==> src/rtl/mc_pkg.sv <==
// rtl/mc_pkg.sv - state encodings, opcodes, datapath selects and control word for multicycle_controller
// Optional feature macro: MC_JAL_EN (jal decode and JAL state).
package mc_pkg;

  typedef enum logic [3:0] {
    S_FETCH    = 4'd0,
    S_DECODE   = 4'd1,
    S_MEMADR   = 4'd2,
    S_MEMREAD  = 4'd3,
    S_MEMWB    = 4'd4,
    S_MEMWRITE = 4'd5,
    S_EXECUTER = 4'd6,
    S_EXECUTEI = 4'd7,
    S_ALUWB    = 4'd8,
    S_BEQ      = 4'd9,
    S_JAL      = 4'd10,
    S_HALT     = 4'd11
  } state_t;

  localparam logic [6:0] OP_LOAD  = 7'b0000011;
  localparam logic [6:0] OP_STORE = 7'b0100011;
  localparam logic [6:0] OP_RTYPE = 7'b0110011;
  localparam logic [6:0] OP_ITYPE = 7'b0010011;
  localparam logic [6:0] OP_BEQ   = 7'b1100011;
  localparam logic [6:0] OP_JAL   = 7'b1101111;

  localparam logic [1:0] ALUOP_ADD   = 2'b00;
  localparam logic [1:0] ALUOP_SUB   = 2'b01;
  localparam logic [1:0] ALUOP_FUNCT = 2'b10;

  localparam logic [1:0] RES_ALUOUT    = 2'b00;
  localparam logic [1:0] RES_DATA      = 2'b01;
  localparam logic [1:0] RES_ALURESULT = 2'b10;

  localparam logic [1:0] SRCA_PC    = 2'b00;
  localparam logic [1:0] SRCA_OLDPC = 2'b01;
  localparam logic [1:0] SRCA_REG   = 2'b10;

  localparam logic [1:0] SRCB_REG  = 2'b00;
  localparam logic [1:0] SRCB_IMM  = 2'b01;
  localparam logic [1:0] SRCB_FOUR = 2'b10;

`ifdef MC_JAL_EN
  localparam bit JAL_EN = 1'b1;
`else
  localparam bit JAL_EN = 1'b0;
`endif

  typedef struct packed {
    logic       pc_update;
    logic       branch;
    logic       adr_src;
    logic       mem_write;
    logic       ir_write;
    logic       reg_write;
    logic       halt;
    logic [1:0] result_src;
    logic [1:0] alu_src_a;
    logic [1:0] alu_src_b;
    logic [1:0] alu_op;
  } ctrl_t;

  localparam ctrl_t CTRL_IDLE = '0;

  function automatic logic op_known(input logic [6:0] op);
    return (op == OP_LOAD) || (op == OP_STORE) || (op == OP_RTYPE) ||
           (op == OP_ITYPE) || (op == OP_BEQ) || ((op == OP_JAL) && JAL_EN);
  endfunction

endpackage

==> src/rtl/mc_state_decode.sv <==
// rtl/mc_state_decode.sv - combinational state-to-control-word map
// Optional feature macro: MC_JAL_EN (JAL state outputs).
module mc_state_decode
  import mc_pkg::*;
(
  input  logic [3:0] state,
  output ctrl_t      ctrl
);

  always_comb begin
    ctrl = CTRL_IDLE;
    case (state)
      S_FETCH: begin
        ctrl.ir_write   = 1'b1;
        ctrl.pc_update  = 1'b1;
        ctrl.adr_src    = 1'b0;
        ctrl.alu_src_a  = SRCA_PC;
        ctrl.alu_src_b  = SRCB_FOUR;
        ctrl.alu_op     = ALUOP_ADD;
        ctrl.result_src = RES_ALURESULT;
      end
      S_DECODE: begin
        ctrl.alu_src_a = SRCA_OLDPC;
        ctrl.alu_src_b = SRCB_IMM;
      end
      S_MEMADR: begin
        ctrl.alu_src_a = SRCA_REG;
        ctrl.alu_src_b = SRCB_IMM;
      end
      S_MEMREAD: ctrl.adr_src = 1'b1;
      S_MEMWB: begin
        ctrl.result_src = RES_DATA;
        ctrl.reg_write  = 1'b1;
      end
      S_MEMWRITE: begin
        ctrl.adr_src   = 1'b1;
        ctrl.mem_write = 1'b1;
      end
      S_EXECUTER: begin
        ctrl.alu_src_a = SRCA_REG;
        ctrl.alu_src_b = SRCB_REG;
        ctrl.alu_op    = ALUOP_FUNCT;
      end
      S_EXECUTEI: begin
        ctrl.alu_src_a = SRCA_REG;
        ctrl.alu_src_b = SRCB_IMM;
        ctrl.alu_op    = ALUOP_FUNCT;
      end
      S_ALUWB: begin
        ctrl.result_src = RES_ALUOUT;
        ctrl.reg_write  = 1'b1;
      end
      S_BEQ: begin
        ctrl.alu_src_a = SRCA_REG;
        ctrl.alu_op    = ALUOP_SUB;
        ctrl.branch    = 1'b1;
      end
      S_JAL: begin
        if (JAL_EN) begin
          ctrl.alu_src_a = SRCA_OLDPC;
          ctrl.alu_src_b = SRCB_FOUR;
          ctrl.pc_update = 1'b1;
        end
      end
      S_HALT: ctrl.halt = 1'b1;
      default: ;
    endcase
  end

endmodule

==> src/rtl/multicycle_controller.sv <==
// rtl/multicycle_controller.sv - multicycle RISC-V control FSM (state register, next-state, output qualification)
// Optional feature macro: MC_JAL_EN (jal decode and JAL state, via mc_pkg::JAL_EN).
module multicycle_controller
  import mc_pkg::*;
#(
  parameter int ILL_HALT = 1
) (
  input  logic       clk,
  input  logic       reset,
  input  logic [6:0] op,
  input  logic       Zero,
  input  logic       mem_ready,
  output logic       PCWrite,
  output logic       AdrSrc,
  output logic       MemWrite,
  output logic       IRWrite,
  output logic       RegWrite,
  output logic [1:0] ResultSrc,
  output logic [1:0] ALUSrcA,
  output logic [1:0] ALUSrcB,
  output logic [1:0] ALUOp,
  output logic       illegal,
  output logic [3:0] state
);

  logic [3:0] state_q;
  logic [3:0] state_d;
  ctrl_t      ctrl;
  logic       fetch_gate;

  always_ff @(posedge clk) begin
    if (reset) state_q <= S_FETCH;
    else       state_q <= state_d;
  end

  always_comb begin
    state_d = S_FETCH;
    case (state_q)
      S_FETCH:    state_d = mem_ready ? S_DECODE : S_FETCH;
      S_DECODE: begin
        if ((op == OP_LOAD) || (op == OP_STORE)) state_d = S_MEMADR;
        else if (op == OP_RTYPE)                 state_d = S_EXECUTER;
        else if (op == OP_ITYPE)                 state_d = S_EXECUTEI;
        else if (op == OP_BEQ)                   state_d = S_BEQ;
        else if ((op == OP_JAL) && JAL_EN)       state_d = S_JAL;
        else state_d = (ILL_HALT != 0) ? S_HALT : S_FETCH;
      end
      S_MEMADR:   state_d = op[5] ? S_MEMWRITE : S_MEMREAD;
      S_MEMREAD:  state_d = mem_ready ? S_MEMWB : S_MEMREAD;
      S_MEMWRITE: state_d = mem_ready ? S_FETCH : S_MEMWRITE;
      S_EXECUTER, S_EXECUTEI: state_d = S_ALUWB;
      S_JAL:      state_d = JAL_EN ? S_ALUWB : S_FETCH;
      S_HALT:     state_d = S_HALT;
      default:    state_d = S_FETCH;
    endcase
  end

  mc_state_decode u_decode (
    .state (state_q),
    .ctrl  (ctrl)
  );

  // Strobes are masked during the reset cycle so a mid-instruction reset never writes.
  always_comb begin
    fetch_gate = (state_q != S_FETCH) || mem_ready;
    PCWrite    = ~reset & ((ctrl.pc_update & fetch_gate) | (ctrl.branch & Zero));
    IRWrite    = ~reset & ctrl.ir_write & fetch_gate;
    MemWrite   = ~reset & ctrl.mem_write;
    RegWrite   = ~reset & ctrl.reg_write;
    AdrSrc     = ctrl.adr_src;
    ResultSrc  = ctrl.result_src;
    ALUSrcA    = ctrl.alu_src_a;
    ALUSrcB    = ctrl.alu_src_b;
    ALUOp      = ctrl.alu_op;
    illegal    = ctrl.halt | ((state_q == S_DECODE) && !op_known(op));
  end

  assign state = state_q;

endmodule

==> config.mk <==
export PLATFORM = sky130hd
export DESIGN_NAME = multicycle_controller
export DESIGN_NICKNAME = d
export VERILOG_FILES = /design/src/rtl/mc_pkg.sv /design/src/rtl/mc_state_decode.sv /design/src/rtl/multicycle_controller.sv
export SDC_FILE = /design/constraint.sdc
export NUM_CORES = 1
export LEC_CHECK = 0
export ABC_AREA = 1
export BUFFER_PORTS_ARGS = -buffer_cell sky130_fd_sc_hd__buf_2
export CELL_PAD_IN_SITES_DETAIL_PLACEMENT = 1
export CELL_PAD_IN_SITES_GLOBAL_PLACEMENT = 2
export CORE_MARGIN = 2
export CORE_UTILIZATION = 18
export DETAILED_ROUTE_END_ITERATION = 6
export PLACE_DENSITY_LB_ADDON = 0.2
export SYNTH_ARGS = -nofsm -noshare
export SYNTH_HDL_FRONTEND = slang
export SYNTH_SLANG_ARGS = --single-unit
==> constraint.sdc <==
create_clock -name clk -period 1.5 [get_ports clk]
set_input_delay 0.075 -clock clk [delete_from_list [all_inputs] [get_ports clk]]
set_output_delay 0.075 -clock clk [all_outputs]
set_load 0.05 [all_outputs]
# After elaboration in Yosys (flattened, before gate mapping)
# Cells that the tools add are included.
# classes
muxes,19
shifts,0
n_eq_ne,15
n_bitwise,10
magnitude_cmp,0
n_mul,0
reduce_logical,14
addsub,0
div,0
# ops
operator,n
$pmux W4 S7,1
$eq A4 B3 Y1 const B,4
$pmux W2 S2,4
$eq A7 B6 Y1 const B,2
$eq A4 B4 Y1 const B,3
$mux W4,3
$mux W3,3
$eq A4 B2 Y1 const B,2
$and A1 B1 Y1,7
$eq A7 B2 Y1 const B,1
$eq A7 B5 Y1 const B,1
$eq A7 B7 Y1 const B,1
$mux W1,7
$reduce_or A2 Y1,3
$logic_or A1 B1 Y1,5
$eq A4 B1 Y1 const B,1
$logic_not A4 Y1,1
$reduce_bool A4 Y1,1
$reduce_or A4 Y1,1
$reduce_or A3 Y1,1
$mux W2,1
$or A1 B1 Y1,2
$logic_and A1 B1 Y1,1
$logic_not A1 Y1,1
$not A1 Y1,1
# word_totals
ram_bits,0
inputBits,11
register_bits,4
rom_bits,0
n_memories,0
out_inout_bits,18
latchBits,0

# Depth between registers and ports, before layout
# logic_depth
ltp_word,8
depth_mapped,8
ltp_nobuf,8

# Cells and area by module
# From an unflattened synthesis, not the netlist that was laid out.
# unflattened
cells_unflattened,105
hier_area_um2,545.5
# modules_own_cells
mod,n_inst,area_each_um2,cells_each
multicycle_controller,1,389.1,69
mc_state_decode,1,156.4,36

# Least setup slack after synthesis
# Ideal clock, no wire load.
# synth_timing
kind,register -> output
from,register state_q[3] (netlist: state[3])
to,output PCWrite
path_stages_with_launch,5
arrival_time_ps,2294
slack_ps,-869
required_ps,1425
n_path_buf,0
cell_sequence,dfxtp_1 -> nand2_1 -> nor2_2 -> nand2_1 -> a21oi_1
# synth_between
elab_chain_len,5
# synth_rtl
item,line_no,rtl
start: declaration,multicycle_controller.sv:26,logic [3:0] state_q;
start signal: assignment,multicycle_controller.sv:33,else state_q <= state_d;
"$eq A4 B4 Y1, or another cell as far along",mc_state_decode.sv:12,case (state)
$mux W1 / $logic_or A1 B1 Y1 (equally long branches),"mc_state_decode.sv:12, multicycle_controller.sv:65",
$and A1 B1 Y1,multicycle_controller.sv:66,PCWrite = ~reset & ((ctrl.pc_update & fetch_gate) | (ctrl.branch & Zero));
$or A1 B1 Y1 (*),multicycle_controller.sv:66,
$and A1 B1 Y1 (*),multicycle_controller.sv:66,
end: declaration,multicycle_controller.sv:13,"output logic PCWrite,"
# Every way passes the cells marked *; elsewhere a longest branch is shown, timed or not.

# Final worst setup path
# layout_timing
from,register state_q[1] (netlist: state[1])
to,output PCWrite
# Same word-level chain as after synthesis.

==> results.tsv <==
stage	metric	value	unit
cts	total CTS buffers	3	
power_and_ir_drop	pwr dens	2410	nW/um2
floorplan	die area	2780	um2
power_and_ir_drop	Switch Pwr	0.00112	W
finish	design area	719	um2
critical_path	largest stage delay on the critical path	340	ps
power_and_ir_drop	Pint	0.000613	W
timing	Hold Slack	170	ps
cts	clock-pin slew on the worst setup and hold paths	40	ps
synthesis	synthesized instance count	81	
power_and_ir_drop	LEAKAGE	0.370	nW
timing	max_slew headroom	0.831	
synthesis	largest family of logic cells by synthesized area	simple AND/OR/NAND/NOR gates	
critical_path	crit-path leading delay family	simple AND/OR/NAND/NOR gates	
finish	storage element area	95.1	um2
synthesis	XOR/XNOR Fraction of Synth Area	0	
timing	Tcrit/Tclk final	0.954	
timing	clk_skew	2.53	ps
cts	CTS tree	done	
finish	Antenna Cells	0	
route	Post-DRT Antenna Nets	0	
cts	H-tree levels	1	
timing	max frequency	0.699	GHz
route	drt wl/cell	11.1	um
timing	post-route setup slack	69.1	ps
cts	latest clock arrival within the worst-skew pair	230	ps
power_and_ir_drop	Sequential Power Share	0.118	
place	placed cells	135	
critical_path	critical path type	reg -> out	
place	Placer Congestion	0.769	
floorplan	core box area	2230	um2
critical_path	CP required	1420	ps
synthesis	Main synth FF type	dfxtp_1	
power_and_ir_drop	maximum vdd drop	899	uV
critical_path	Crit path buffers/inverters	2	
floorplan	Die W	52.8	um
synthesis	most common cell in the netlist	nand2_1	
synthesis	top cells by area, synth	nand2_1 (19%), dfxtp_1 (19%), nor2_1 (16%)	
timing	fin crit period	1430	ps
grt	largest net degree at the start of global routing	9	
finish	fillers	316	
status	status	finished, final reports clean	
route	DRC viols	0	
route	WL final	1.54	mm
place	Post-DP HPWL	1.34	mm
synthesis	register bit count reported by yosys	4	
place	DP Worst Slack	189	ps
grt	vias in the first global route	542	
critical_path	startpoint types	flip-flop	
power_and_ir_drop	Clock Power Share	0.076	
synthesis	simple-gate share of the synthesized area	0.605	
finish	area occupied by multi-input gates	343	um2
synthesis	Synth cell types	16	
synthesis	Yosys warning count	0	
finish	P&R area growth vs syn	68.1	%
place	PortBufs	28	
cts	Root Buffer	clkbuf_4	
timing	Final Hold Vio Count	0	
critical_path	critical-path cell list	inv_2 > nand2_1 > nor2_4 > nand2_4 > a21oi_4 > buf_6	
finish	Final Non-Filler Cells	139	
finish	nets	124	
cts	hold buffer count at cts	0	
critical_path	Slowest cell on crit path	dfxtp_4	
job	max_cap viols	0	
synthesis	syn_area_per_cell	5.28	um2
synthesis	proportion of netlist area held by the largest area contributor	0.193	
grt	Total GRT Usage	0.123	
cts	Num Clock Sinks	4	
floorplan	Top-Level Pins	29	
synthesis	syn_nets	92	
route	vias per std cell	4.06	
synthesis	Post-synth EDFFs	0	
place	Post-DP Area	663	um2
route	Iter 0 DRT Violations	3	
critical_path	Worst Path Arrival	1360	ps
synthesis	sequential-to-total area share from yosys stat	0.187	
synthesis	Post-synth ARST share	0	
route	Detailed Routing Iterations Pass 1	2	
synthesis	post-synthesis adder-cell area fraction	0	
floorplan	Rows	17	
cts	clock buffer depth	2	
synthesis	area leader, netlist	nand2_1	
critical_path	CP Max Fanout	5	
floorplan	Initial Utilization	0.192	
synthesis	mapped cell area	428	um2
power_and_ir_drop	sw frac	0.646	
timing	unrepaired setup endpoints after global routing	yes	
synthesis	mux share of post-synthesis cell area	0	
finish	Final Util	0.322	
hold_path	HP Class	in -> reg	
critical_path	CP endpoint kind	output port	
timing	Finish-stage setup viols	0	
grt	grt ovf	0	
synthesis	top cells by count, synth	nand2_1 (22), nor2_1 (18), inv_2 (7), nor2_2 (7)	
grt	first-pass GRT wire length	2.47	mm
floorplan	die height	52.8	um
power_and_ir_drop	combinational power share	0.807	
timing	Slew @ Worst Pin	256	ps
route	Via Count	565	
synthesis	Compound-Gate Fraction of Synth Area	0.0585	
finish	Largest register FFs	4	
timing	fin. max-slew vios	0	
finish	share of cells above drive strength 1	0.532	
grt	antenna violations before repair	0	
worst reg2reg max path, stage by stage (launching register included):
cell and delay [ps]:
dfxtp_4 350, inv_4 50, nand2_1 180, nor2_2 90, nor2_1 110, nand3_1 90, nor2_1 90, nor2_1 40
cell families after synthesis:
family,after synthesis
AND/OR/NAND/NOR,57
flip-flops,4
buffers and inverters,16
AO/OA/AOI/OAI,4
path summary, 6_finish.rpt:
kind | startpoint | to | slack (ps) | depth (start not counted)
min | reset | state[2] | 170 | 2
max | state[1] | PCWrite | 70 | 6
min reg2reg | state[1] | state[3] | 710 | 4
max reg2reg | state[2] | state[0] | 370 | 7
power by group through the flow:
stage / clock network (W) / logic, W / registers, W
6_report: 0.000131 / 0.00140 / 0.000204
5_1_grt: 0.000141 / 0.00150 / 0.000212
4_1_cts: 0.000139 / 0.00134 / 0.000204
3_5_place_dp: 0 / 0.00132 / 0.000206
3_3_place_gp: 0 / 0.00132 / 0.000205
2_1_floorplan: 0 / 0.000970 / 0.000321
per-layer routing:
layer  global-route usage  vias to the layer above  part of all wire
met5                    0                        -                 0
li1                     -                      301                 -
met4               0.0513                        0                 0
met1                0.162                      248              0.48
met2                0.200                       16              0.47
met3               0.0143                        0             0.048
repair_timing:
action                                  4_1_cts  5_1_grt
setup buffers                                 0        1
endpoints found under the setup margin        2        4
gates resized for setup                       3        7
pin swaps                                     0        2
cell usage in the layout, fill, tap and decap left out:
cell	n
nand3_1	6
clkbuf_4	3
buf_6	1
nand2_1	20
inv_2	6
buf_2	24
nand2_4	2
o211ai_1	1
a21oi_4	1
clkinv_1	1
buf_4	3
nor2_4	7
nor2_2	2
dfxtp_4	4
a21oi_1	1
nand2_2	3
inv_4	1
a211oi_2	1
inv_1	6
nor2_1	17
buf_8	1
through the flow:
step	power (W)	TNS (ps)
after global routing	0.00185	-16.9
after global placement	0.00152	0
after detailed placement	0.00153	0
after CTS	0.00169	0
final	0.00173	0
after floorplan	0.00129	-83.8
cell type report:
cell class | count | area share
well taps | 28 | 0.0487
flip-flops and latches | 4 | 0.132
repair buffers | 29 | 0.235
clock buffers | 3 | 0.0313
inverters | 14 | 0.0765
multi-input cells | 61 | 0.477
(Power assumes the default switching activity.)
